File: src/rtl/pipe_pkg.sv
// rtl/pipe_pkg.sv - shared encodings for the pipeline hazard unit
package pipe_pkg;

    localparam logic [2:0] FWD_RF   = 3'b000;
    localparam logic [2:0] FWD_EXA  = 3'b001;
    localparam logic [2:0] FWD_MEMA = 3'b010;
    localparam logic [2:0] FWD_MEML = 3'b011;
    localparam logic [2:0] FWD_MC   = 3'b100;

    // Width of the multi-cycle countdown; covers MC_LAT up to 255
    localparam int MC_CNT_W = 8;

    typedef enum logic {
        MC_IDLE = 1'b0,
        MC_BUSY = 1'b1
    } mc_state_t;

endpackage

File: src/rtl/hz_src_match.sv
// rtl/hz_src_match.sv - per-source match and forward select for one ID operand
module hz_src_match
    import pipe_pkg::*;
#(
    parameter int REG_AW = 5
) (
    input  logic [REG_AW-1:0] src,
    input  logic              src_use,
    input  logic              ewreg,
    input  logic              em2reg,
    input  logic [REG_AW-1:0] ern,
    input  logic              mwreg,
    input  logic              mm2reg,
    input  logic [REG_AW-1:0] mrn,
    input  logic              mc_done,
    input  logic [REG_AW-1:0] mc_rd,
    output logic [2:0]        fwd,
    output logic              ld_hit,
    output logic              mc_hit
);

    logic ex_match;
    logic mem_match;
    logic mc_fwd;

    // Stage matches ignore $0 and sources the instruction does not actually read
    always_comb begin
        ex_match  = src_use & ewreg & (ern != '0) & (ern == src);
        mem_match = src_use & mwreg & (mrn != '0) & (mrn == src);
        mc_fwd    = mc_done & (mc_rd != '0) & (mc_rd == src);
        ld_hit    = ex_match & em2reg;
        mc_hit    = src_use & (mc_rd != '0) & (mc_rd == src);
    end

    // Forward select: the completing mc result is youngest, then EX, then MEM
    always_comb begin
        fwd = FWD_RF;
        if (mc_fwd) begin
            fwd = FWD_MC;
        end else if (ex_match) begin
            fwd = FWD_EXA;
        end else if (mem_match) begin
            fwd = mm2reg ? FWD_MEML : FWD_MEMA;
        end
    end

endmodule

File: src/rtl/pipe_hazard_unit.sv
// rtl/pipe_hazard_unit.sv - stall/forward/flush control with multi-cycle unit tracking
module pipe_hazard_unit
    import pipe_pkg::*;
#(
    parameter int REG_AW = 5,
    parameter int NSRC   = 2,
    parameter int MC_LAT = 4,
    parameter int CNT_W  = 16
) (
    input  logic                     clock,
    input  logic                     reset,
    input  logic [NSRC*REG_AW-1:0]   id_src,
    input  logic [NSRC-1:0]          id_use,
    input  logic                     id_wreg,
    input  logic [REG_AW-1:0]        id_rd,
    input  logic                     id_mc,
    input  logic                     id_br_taken,
    input  logic                     ewreg,
    input  logic                     em2reg,
    input  logic [REG_AW-1:0]        ern,
    input  logic                     mwreg,
    input  logic                     mm2reg,
    input  logic [REG_AW-1:0]        mrn,
    output logic [NSRC*3-1:0]        fwd,
    output logic                     wpcir,
    output logic                     bubble,
    output logic                     flush_if,
    output logic                     mc_busy,
    output logic                     mc_done,
    output logic [REG_AW-1:0]        mc_rd,
    output logic [CNT_W-1:0]         stall_cnt
);

    localparam logic [MC_CNT_W-1:0] MC_LOAD = MC_CNT_W'(MC_LAT - 1);

    mc_state_t             state, state_n;
    logic [MC_CNT_W-1:0]   cnt, cnt_n;
    logic [REG_AW-1:0]     rd_n;
    logic                  done_n;
    logic [NSRC-1:0]       ld_hit;
    logic [NSRC-1:0]       mc_hit;
    logic                  mc_block;
    logic                  any_stall;
    logic                  issue;

    genvar gi;
    generate
        for (gi = 0; gi < NSRC; gi++) begin : g_src
            hz_src_match #(.REG_AW(REG_AW)) u_match (
                .src     (id_src[gi*REG_AW +: REG_AW]),
                .src_use (id_use[gi]),
                .ewreg   (ewreg),
                .em2reg  (em2reg),
                .ern     (ern),
                .mwreg   (mwreg),
                .mm2reg  (mm2reg),
                .mrn     (mrn),
                .mc_done (mc_done),
                .mc_rd   (mc_rd),
                .fwd     (fwd[gi*3 +: 3]),
                .ld_hit  (ld_hit[gi]),
                .mc_hit  (mc_hit[gi])
            );
        end
    endgenerate

    // Stall sources; the mc unit stops blocking in its done cycle so a dependant can proceed via forwarding
    always_comb begin
        mc_block  = mc_busy & ~mc_done;
        any_stall = (|ld_hit)
                  | (mc_block & (|mc_hit))
                  | (mc_block & id_wreg & (id_rd == mc_rd))
                  | (mc_block & id_mc);
        wpcir     = ~any_stall;
        bubble    = any_stall;
        flush_if  = id_br_taken & ~any_stall;
        issue     = id_mc & ~any_stall;
        mc_busy   = (state == MC_BUSY);
    end

    // Multi-cycle unit next state: load countdown on issue, reload back-to-back in the done cycle
    always_comb begin
        state_n = state;
        cnt_n   = cnt;
        rd_n    = mc_rd;
        case (state)
            MC_IDLE: begin
                if (issue) begin
                    state_n = MC_BUSY;
                    cnt_n   = MC_LOAD;
                    rd_n    = id_wreg ? id_rd : '0;
                end
            end
            MC_BUSY: begin
                if (cnt == '0) begin
                    if (issue) begin
                        cnt_n = MC_LOAD;
                        rd_n  = id_wreg ? id_rd : '0;
                    end else begin
                        state_n = MC_IDLE;
                    end
                end else begin
                    cnt_n = cnt - 1'b1;
                end
            end
            default: state_n = MC_IDLE;
        endcase
        done_n = (state_n == MC_BUSY) && (cnt_n == '0);
    end

    // Multi-cycle unit registers; reset abandons any op in flight
    always_ff @(posedge clock or posedge reset) begin
        if (reset) begin
            state   <= MC_IDLE;
            cnt     <= '0;
            mc_rd   <= '0;
            mc_done <= 1'b0;
        end else begin
            state   <= state_n;
            cnt     <= cnt_n;
            mc_rd   <= rd_n;
            mc_done <= done_n;
        end
    end

    // Saturating count of cycles in which the front end was held
    always_ff @(posedge clock or posedge reset) begin
        if (reset) begin
            stall_cnt <= '0;
        end else if (any_stall && (stall_cnt != {CNT_W{1'b1}})) begin
            stall_cnt <= stall_cnt + 1'b1;
        end
    end

endmodule

File: config.mk
export PLATFORM = sky130hd
export DESIGN_NAME = pipe_hazard_unit
export DESIGN_NICKNAME = d
export VERILOG_FILES = /design/src/rtl/pipe_pkg.sv /design/src/rtl/hz_src_match.sv /design/src/rtl/pipe_hazard_unit.sv
export SDC_FILE = /design/constraint.sdc
export NUM_CORES = 1
export LEC_CHECK = 0
export CORE_MARGIN = 3
export CORE_UTILIZATION = 45
export CTS_CLUSTER_DIAMETER = 40
export CTS_CLUSTER_SIZE = 28
export DETAILED_ROUTE_END_ITERATION = 12
export MAX_ROUTING_LAYER = met4
export PLACE_DENSITY = 0.9
export SYNTH_ARGS = -nofsm -noshare
export SYNTH_HDL_FRONTEND = slang
export SYNTH_SLANG_ARGS = --single-unit
File: constraint.sdc
create_clock -name clock -period 2.8 [get_ports clock]
set_clock_uncertainty 0.2 [all_clocks]
set_input_delay 0.56 -clock clock [delete_from_list [all_inputs] [get_ports clock]]
set_output_delay 0.56 -clock clock [all_outputs]
set_load 0.1 [all_outputs]
==> results of run 1 <==
==> metal layers <==
layer  GRT usage [%]  share of wire [%]  up-vias
met2            48.0                 53       97
met5               -                  0        -
met4            14.1                4.6        0
li1                -                  -     1030
met3            5.54                6.5       34
met1            27.3                 36     1089
==> stage by stage <==
step                      worst slack (ps)  cell area [um2]  utilization (%)
after floorplan                      -1040             2190                -
after global placement                -532             3190             72.3
after detailed placement              -567             3190             72.3
after CTS                             -140             3370             76.2
after global routing                  -255             3460             78.3
final                                 -202             3460             78.3
==> path summary, 6_finish.rpt <==
check                                           from                        end  slack, ps  depth (start not counted)
max                                        id_src[8]                     fwd[4]       -200                          8
min                        stall_cnt[11]$_DFFE_PP0P_  stall_cnt[11]$_DFFE_PP0P_        300                          1
max reg2reg                     mc_rd[4]$_DFFE_PP0P_  stall_cnt[10]$_DFFE_PP0P_        140                         11
min reg2reg                stall_cnt[11]$_DFFE_PP0P_  stall_cnt[11]$_DFFE_PP0P_        300                          1
max in group asynchronous                      reset       mc_rd[1]$_DFFE_PP0P_       1620                          3
min in group asynchronous                      reset   stall_cnt[9]$_DFFE_PP0P_        450                          3
==> sequential cells by signal, indices dropped and copies added, names as in the netlist <==
register,flops
stall_cnt,16
cnt,8
mc_done,1
mc_busy,1
mc_rd,5
==> area by class of cell <==
cell class | count | area [um2]
Multi-Input combinational cell | 189 | 1440
Timing Repair Buffer | 106 | 988
Fill cell | 258 | 958
Sequential cell | 31 | 793
Clock buffer | 7 | 76.3
Tap cell | 52 | 65.1
Inverter | 15 | 60.1
Clock inverter | 1 | 30.0
==> cell usage in the layout, fill, tap and decap left out, drive strengths merged, types with 2 or more instances in the layout <==
master and count:
nand2 15, o31ai 2, nand4 3, buf 84, nand3 21, ha 3, nor4 11, clkdlybuf4s50 11
and2 2, xnor2 10, nor3 8, o21ai 8, nor2b 3, clkdlybuf4s15 2, inv 14, nand2b 2
xor2 42, clkbuf 11, or4 3, dfrtp 31, a211oi 2, dlygate4sd2 5, nor2 34, a21oi 8
==> power by group through the flow <==
| stage | Clock, uW | Sequential, uW | Combinational [uW] |
|---|---|---|---|
| after floorplan | 0 | 1430 | 714 |
| after global placement | 0 | 843 | 1780 |
| after detailed placement | 0 | 855 | 1830 |
| after CTS | 440 | 855 | 1870 |
| after global routing | 468 | 894 | 2030 |
| final | 435 | 870 | 1930 |
==> timing repair <==
item	4_1_cts	5_1_grt
resized for setup	87	32
pin swaps	27	14
setup endpoints to repair	30	10
buffers inserted	4	2
==> worst reg2reg max path, delay by kind of cell (launching register included) <==
| family | cells | cell delay, ps |
|---|---|---|
| and+or+nand+nor | 3 | 580 |
| xor gates and xnor gates | 2 | 410 |
| DFF | 1 | 530 |
| AOI/OAI and AO/OA | 2 | 310 |
| buffers and inverters | 4 | 540 |
==> cell usage after synthesis (2+ instances only) <==
master     n  area share, %
xor2_1    42             18
nor2_1    34            6.1
dfrtp_1   31             37
nand3_1   21            5.0
inv_1     15            2.7
nand2_1   15            2.7
xnor2_1   10            4.2
nor4_1     9            2.7
a21oi_1    8            1.9
nor3_1     7            1.7
o21ai_0    7            1.7
buf_4      3            1.1
clkbuf_1   3           0.54
ha_1       3            1.8
nand4_1    3           0.90
nor2b_1    3           0.90
or4_1      3            1.1
a211oi_2   2            1.2
and2_1     2           0.60
nand2b_1   2           0.60
nor4_2     2            1.2
==> kinds of logic after synthesis <==
kind of cell	share of synthesized area, %
simple gates	25.6
xor+xnor	21.8
flops	37.1
compound gates	8.25
buf+inv	4.54
fa+ha+maj	1.79
mux	1.02
==> impl_metrics.xml, run 1 <==
<?xml version="1.0" encoding="UTF-8"?>
<metrics>
  <group name="placement">
    <metric name="post-place-cells" unit="">387</metric>
    <metric name="i_o_buffers" unit="">67</metric>
    <metric name="dp.final_hpwl" unit="um">4850</metric>
    <metric name="globalplace.congestion" unit="">0.821</metric>
  </group>
  <group name="timing">
    <metric name="setup_viol" unit="">7</metric>
    <metric name="fin_ws" unit="ps">-202</metric>
    <metric name="period_utilization_post_route" unit="%">107</metric>
    <metric name="setup_tns" unit="ps">-632</metric>
    <metric name="unrepaired_setup_endpoints_after_global_routing" unit="">yes</metric>
    <metric name="slew-limit-headroom" unit="%">68.5</metric>
    <metric name="finalCriticalPeriod" unit="ps">3000</metric>
    <metric name="drv_slew" unit="">0</metric>
    <metric name="max_freq" unit="MHz">333</metric>
    <metric name="timing.hold.ws" unit="ps">303</metric>
    <metric name="final-hold-violation-count" unit="">0</metric>
    <metric name="worst_pin_slew" unit="ps">471</metric>
  </group>
  <group name="flow_run">
    <metric name="maxCapViolations" unit="">0</metric>
  </group>
  <group name="detailed_routing">
    <metric name="detail_route.vias_per_cell" unit="">5.61</metric>
    <metric name="drt-total-wl" unit="um">7700</metric>
    <metric name="wl_per_cell" unit="um">19.2</metric>
    <metric name="drt.antenna.violating_nets" unit="">0</metric>
    <metric name="drt-pass1-iter-count" unit="">4</metric>
    <metric name="post-route-drc-count" unit="">0</metric>
    <metric name="vias" unit="">2250</metric>
    <metric name="drt_iter0_markers" unit="">114</metric>
  </group>
  <group name="global_routing">
    <metric name="first_global_vias" unit="">2268</metric>
    <metric name="grt_pass1_wl" unit="um">10800</metric>
    <metric name="antenna_found_initial" unit="">0</metric>
    <metric name="globalRouteTotalUtil" unit="%">26.8</metric>
    <metric name="grt_overflow" unit="">0</metric>
    <metric name="pin_count_of_the_biggest_net_entering_global_routing" unit="">32</metric>
  </group>
  <group name="pwr">
    <metric name="share_comb_of_total_power" unit="%">59.7</metric>
    <metric name="share_seq_of_total_power" unit="%">26.9</metric>
    <metric name="internal_power" unit="uW">1510</metric>
    <metric name="leakage" unit="uW">0.00156</metric>
    <metric name="netSwitchingFraction" unit="%">53.3</metric>
    <metric name="power-per-cell-area" unit="nW/um2">937</metric>
    <metric name="share_clk_of_total_power" unit="%">13.4</metric>
    <metric name="net-switching-power" unit="uW">1730</metric>
    <metric name="post-layout-total-power" unit="uW">3240</metric>
    <metric name="ir_worst_vdd" unit="mV">0.814</metric>
  </group>
  <group name="yosys">
    <metric name="synthDistinctLibCells" unit="">38</metric>
    <metric name="ys.warnings.count" unit="">0</metric>
    <metric name="synth_edf_count" unit="">0</metric>
    <metric name="postSynthAreaPerCell" unit="um2">8.65</metric>
    <metric name="sequential_share_of_the_synthesized_area" unit="%">37.1</metric>
    <metric name="dominantRegCellSynth" unit="">dfrtp_1</metric>
    <metric name="synth_fp_nets" unit="">281</metric>
    <metric name="ys_seq_elements" unit="">31</metric>
    <metric name="netlist_instances" unit="">242</metric>
    <metric name="postSynth.asyncResetShare" unit="%">100</metric>
    <metric name="post_synth_instance_area" unit="um2">2090</metric>
  </group>
  <group name="floorplanning">
    <metric name="fp.dieArea" unit="um2">5510</metric>
    <metric name="floorplan.initialDensity" unit="%">47.4</metric>
    <metric name="number_of_rows_in_the_core_area" unit="">24</metric>
    <metric name="die_height" unit="um">74.2</metric>
    <metric name="floorplan.die.width" unit="um">74.2</metric>
    <metric name="floorplan.core_area" unit="um2">4410</metric>
    <metric name="floorplan.io_pins" unit="">68</metric>
  </group>
  <group name="clocking">
    <metric name="clockBufferDepth" unit="">2</metric>
    <metric name="number_of_sinks_driven_by_the_clock_tree" unit="">31</metric>
    <metric name="cts_inserted_buffers" unit="">5</metric>
    <metric name="clk_transition_reported_paths" unit="ps">70</metric>
    <metric name="cts_tree" unit="">yes</metric>
    <metric name="post_cts_hold_buffer_count" unit="">0</metric>
    <metric name="cts_h_tree_depth" unit="">2</metric>
    <metric name="insertion_delay" unit="ps">290</metric>
    <metric name="cts.root.buffer_cell" unit="">clkbuf_8</metric>
  </group>
  <group name="setup_path">
    <metric name="worst-endpoint-required" unit="ps">2040</metric>
    <metric name="critPathMaxStageDelay" unit="ps">370</metric>
    <metric name="timing.critical_path.slowest_stage_cell" unit="">nor4_1</metric>
    <metric name="cp_data_arrival_time" unit="ps">2240</metric>
    <metric name="cp_top_family" unit="">simple AND/OR/NAND/NOR gates</metric>
    <metric name="crit_path_max_fanout" unit="">2</metric>
    <metric name="cp-start-kind" unit="">primary input</metric>
    <metric name="timing.critical_path.cells" unit="">buf_2 -&gt; buf_4 -&gt; xor2_2 -&gt; nor4_1 -&gt; nand3_1 -&gt; buf_6 -&gt; nor4_4 -&gt; buf_12</metric>
    <metric name="timing.critical_path.to_type" unit="">primary output</metric>
    <metric name="worst-setup-path-type" unit="">primary input to primary output</metric>
    <metric name="worst_path_buffer_plus_inverter_count" unit="">4</metric>
  </group>
  <group name="cells_and_area">
    <metric name="finish.cell_count_without_fillers" unit="">401</metric>
    <metric name="antenna_cells" unit="">0</metric>
    <metric name="drive_gt1_share" unit="%">41.0</metric>
    <metric name="nNetsFinal" unit="">387</metric>
    <metric name="area_delta_synth_final" unit="%">65.1</metric>
  </group>
  <group name="status">
    <metric name="failing_checks" unit="">negative setup slack</metric>
    <metric name="outcome" unit="">complete, but fails checks</metric>
  </group>
  <group name="min_path">
    <metric name="worst_hold_path_type" unit="">flop to flop</metric>
  </group>
</metrics>
Power figures use the tool's default switching activity.
==> inputs of run 2 (changes only) <==
CORE_ASPECT_RATIO = 2   (was not set)
==> run 2 against run 1 <==
Against the previous run:
- the flow still finishes with violations (negative setup slack)
- worst setup slack improved by 12 ps
- global-route usage increased by 2.7 points
- sequential power about the same
- core utilization decreased by 1.4 points
- combinational power increased by 2%
- first-iteration DRC count decreased by 32%
- count of clock-buffer cells in the layout decreased by 2
- maximum frequency increased by 0.40%
- clock power decreased by 21%
- wire length increased by 0.27%
- non-clock buffer count increased by 3
==> impl_metrics.xml, run 2 (synthesized netlist as in run 1, its figures left out) <==
<?xml version="1.0" encoding="UTF-8"?>
<metrics>
  <group name="status">
    <metric name="outcome" unit="">complete, but fails checks</metric>
    <metric name="failing_checks" unit="">negative setup slack</metric>
  </group>
  <group name="pwr">
    <metric name="share_seq_of_total_power" unit="%">27.3</metric>
    <metric name="power-per-cell-area" unit="nW/um2">935</metric>
    <metric name="net-switching-power" unit="uW">1760</metric>
    <metric name="share_clk_of_total_power" unit="%">10.8</metric>
    <metric name="ir_worst_vdd" unit="mV">0.861</metric>
    <metric name="internal_power" unit="uW">1420</metric>
    <metric name="share_comb_of_total_power" unit="%">62.0</metric>
    <metric name="leakage" unit="uW">0.00157</metric>
    <metric name="netSwitchingFraction" unit="%">55.3</metric>
  </group>
  <group name="min_path">
    <metric name="hold_path.startpoint" unit="">stall_cnt[11]$_DFFE_PP0P_</metric>
    <metric name="worst_hold_path_type" unit="">flop to flop</metric>
    <metric name="min_delay_path_depth" unit="">1</metric>
    <metric name="timing.hold.worst_endpoint" unit="">stall_cnt[11]$_DFFE_PP0P_</metric>
  </group>
  <group name="detailed_routing">
    <metric name="drt_iter0_markers" unit="">78</metric>
    <metric name="wl_per_cell" unit="um">19.0</metric>
    <metric name="drt-pass1-iter-count" unit="">4</metric>
    <metric name="post-route-drc-count" unit="">0</metric>
    <metric name="detail_route.vias_per_cell" unit="">5.67</metric>
    <metric name="drt.antenna.violating_nets" unit="">0</metric>
    <metric name="drt-total-wl" unit="um">7720</metric>
    <metric name="vias" unit="">2306</metric>
  </group>
  <group name="cells_and_area">
    <metric name="layout.cells.most_common" unit="">buf_4</metric>
    <metric name="largest_regs" unit="">stall_cnt x16, cnt x8, mc_rd x5</metric>
    <metric name="postLayoutCellArea" unit="um2">3400</metric>
    <metric name="most-common-layout-cells" unit="">buf_4, xor2_1, nor2_1, dfrtp_1, nand3_1</metric>
    <metric name="largest_register_ffs" unit="">16</metric>
    <metric name="filler_cell_count" unit="">284</metric>
    <metric name="max_flop_register" unit="">stall_cnt</metric>
    <metric name="finish.cell_count_without_fillers" unit="">407</metric>
    <metric name="nNetsFinal" unit="">390</metric>
    <metric name="drive_gt1_share" unit="%">40.3</metric>
    <metric name="utilization" unit="%">76.9</metric>
    <metric name="area_delta_synth_final" unit="%">62.5</metric>
  </group>
  <group name="timing">
    <metric name="final-hold-violation-count" unit="">0</metric>
    <metric name="finalCriticalPeriod" unit="ps">2990</metric>
    <metric name="setup_viol" unit="">8</metric>
    <metric name="worst_pin_slew" unit="ps">511</metric>
    <metric name="fin_ws" unit="ps">-190</metric>
    <metric name="period_utilization_post_route" unit="%">107</metric>
    <metric name="slew-limit-headroom" unit="%">65.9</metric>
    <metric name="drv_slew" unit="">0</metric>
    <metric name="max_freq" unit="MHz">334</metric>
    <metric name="unrepaired_setup_endpoints_after_global_routing" unit="">yes</metric>
  </group>
  <group name="setup_path">
    <metric name="worst-endpoint-required" unit="ps">2040</metric>
    <metric name="cp_top_family" unit="">simple AND/OR/NAND/NOR gates</metric>
    <metric name="critical_path.reg2reg.startpoint" unit="">mc_rd[4]$_DFFE_PP0P_</metric>
    <metric name="cp_data_arrival_time" unit="ps">2230</metric>
    <metric name="crit_path_max_fanout" unit="">3</metric>
    <metric name="timing.critical_path.to_type" unit="">primary output</metric>
    <metric name="worstReg2RegEnd" unit="">stall_cnt[9]$_DFFE_PP0P_</metric>
    <metric name="timing.critical_path.slowest_stage_cell" unit="">xor2_1</metric>
    <metric name="timing.critical_path.cells" unit="">clkdlybuf4s15_1 -&gt; buf_4 -&gt; xor2_1 -&gt; nor2_2 -&gt; nand3_1 -&gt; a21oi_2 -&gt; nor3_4 -&gt; and2_4 -&gt; buf_12</metric>
    <metric name="r2r_setup_slack" unit="ps">120</metric>
    <metric name="cp-start-kind" unit="">primary input</metric>
    <metric name="worst_path_buffer_plus_inverter_count" unit="">3</metric>
    <metric name="critPathMaxStageDelay" unit="ps">300</metric>
    <metric name="worst-setup-path-type" unit="">primary input to primary output</metric>
    <metric name="reg2reg_path_depth" unit="">11</metric>
  </group>
  <group name="placement">
    <metric name="post-place-cells" unit="">394</metric>
    <metric name="dp.final_hpwl" unit="um">5200</metric>
    <metric name="i_o_buffers" unit="">67</metric>
    <metric name="placed_cell_area" unit="um2">3220</metric>
    <metric name="globalplace.congestion" unit="">0.933</metric>
  </group>
  <group name="clocking">
    <metric name="cts.root.buffer_cell" unit="">clkbuf_8</metric>
    <metric name="number_of_sinks_driven_by_the_clock_tree" unit="">31</metric>
    <metric name="insertion_delay" unit="ps">280</metric>
    <metric name="cts_h_tree_depth" unit="">2</metric>
    <metric name="post_cts_hold_buffer_count" unit="">0</metric>
    <metric name="clk_transition_reported_paths" unit="ps">70</metric>
    <metric name="cts_inserted_buffers" unit="">5</metric>
    <metric name="clockBufferDepth" unit="">2</metric>
    <metric name="cts_tree" unit="">yes</metric>
  </group>
  <group name="global_routing">
    <metric name="grt_overflow" unit="">0</metric>
    <metric name="grt_pass1_wl" unit="um">11600</metric>
    <metric name="globalRouteTotalUtil" unit="%">29.5</metric>
    <metric name="antenna_found_initial" unit="">1</metric>
    <metric name="pin_count_of_the_biggest_net_entering_global_routing" unit="">32</metric>
    <metric name="first_global_vias" unit="">2492</metric>
  </group>
  <group name="floorplanning">
    <metric name="floorplan.initialDensity" unit="%">47.3</metric>
    <metric name="number_of_rows_in_the_core_area" unit="">34</metric>
    <metric name="floorplan.io_pins" unit="">68</metric>
    <metric name="die_height" unit="um">102</metric>
    <metric name="fp.dieArea" unit="um2">5560</metric>
    <metric name="floorplan.core_area" unit="um2">4420</metric>
    <metric name="floorplan.die.width" unit="um">54.2</metric>
  </group>
  <group name="flow_run">
    <metric name="maxCapViolations" unit="">0</metric>
  </group>
</metrics>
## run 2: changes by cell type in the layout (fill, tap and decap cells not counted), sizes merged
cell | previous run | this run
clkbuf | 11 | 5
buf | 84 | 88
clkdlybuf4s15 | 2 | 6
clkinv | 0 | 3
clkdlybuf4s50 | 11 | 9
dlymetal6s2s | 0 | 2
bufinv | 1 | 0
diode | 0 | 1
dlygate4sd2 | 5 | 4
## run 2: power by group through the flow
stage	clock network, uW	registers [uW]	logic (uW)
global route	359	893	2070
finish	342	867	1970
CTS	346	853	1890
floorplan	0	1430	714
global placement	0	854	1800
detailed placement	0	857	1850
## run 2: timing repair
| action | 4_1_cts | 5_1_grt |
|---|---|---|
| gates cloned | 0 | 0 |
| pin swaps | 22 | 14 |
| resized for setup | 97 | 12 |
| buffers inserted | 3 | 2 |
| setup endpoints to repair | 24 | 18 |
| endpoints found under the hold margin | 0 | 0 |
## run 2: per-layer routing
metal	part of all wire [%]	global-route usage, %
met1	32	27.5
met2	56	49.7
met3	6.2	6.72
met4	6.4	21.7
met5	0	-
## run 2: cell type report
cell class | count | area (um2) | area share [%]
inverter | 15 | 60.1 | 1.77
antenna | 1 | 2.50 | 0.0736
sequential | 31 | 793 | 23.3
tap | 54 | 67.6 | 1.99
timing repair buffer | 109 | 1010 | 29.6
clock inverter | 3 | 15.0 | 0.441
multi-input combinational | 189 | 1390 | 40.8
clock buffer | 5 | 68.8 | 2.02
## run 2: worst max path at each step
stage,from,endpoint,slack [ps],depth (start not counted)
2_1_floorplan,ern[1],bubble,-1040,5
3_3_place_gp,ern[0],cnt[5]$_DFF_PP0_,-470,8
3_5_place_dp,ern[2],flush_if,-500,8
4_1_cts,ern[0],flush_if,-90,7
5_1_grt,id_src[2],flush_if,-240,9
6_report,id_src[2],flush_if,-190,9
## run 2: through the flow
| stage | hold WS [ps] | TNS, ps | total power (uW) | setup WS [ps] |
|---|---|---|---|---|
| CTS | 292 | -250 | 3090 | -92.1 |
| floorplan | 316 | -3520 | 2140 | -1040 |
| detailed placement | 286 | -12530 | 2700 | -496 |
| finish | 293 | -814 | 3180 | -190 |
| global placement | 281 | -11680 | 2650 | -475 |
| global route | 325 | -1210 | 3320 | -239 |
==> inputs of run 3 (changes only) <==
CAP_MARGIN = 20   (was not set)
==> results of run 3 <==
No change in the layout: final DEF, timing and power equal those of run 2.
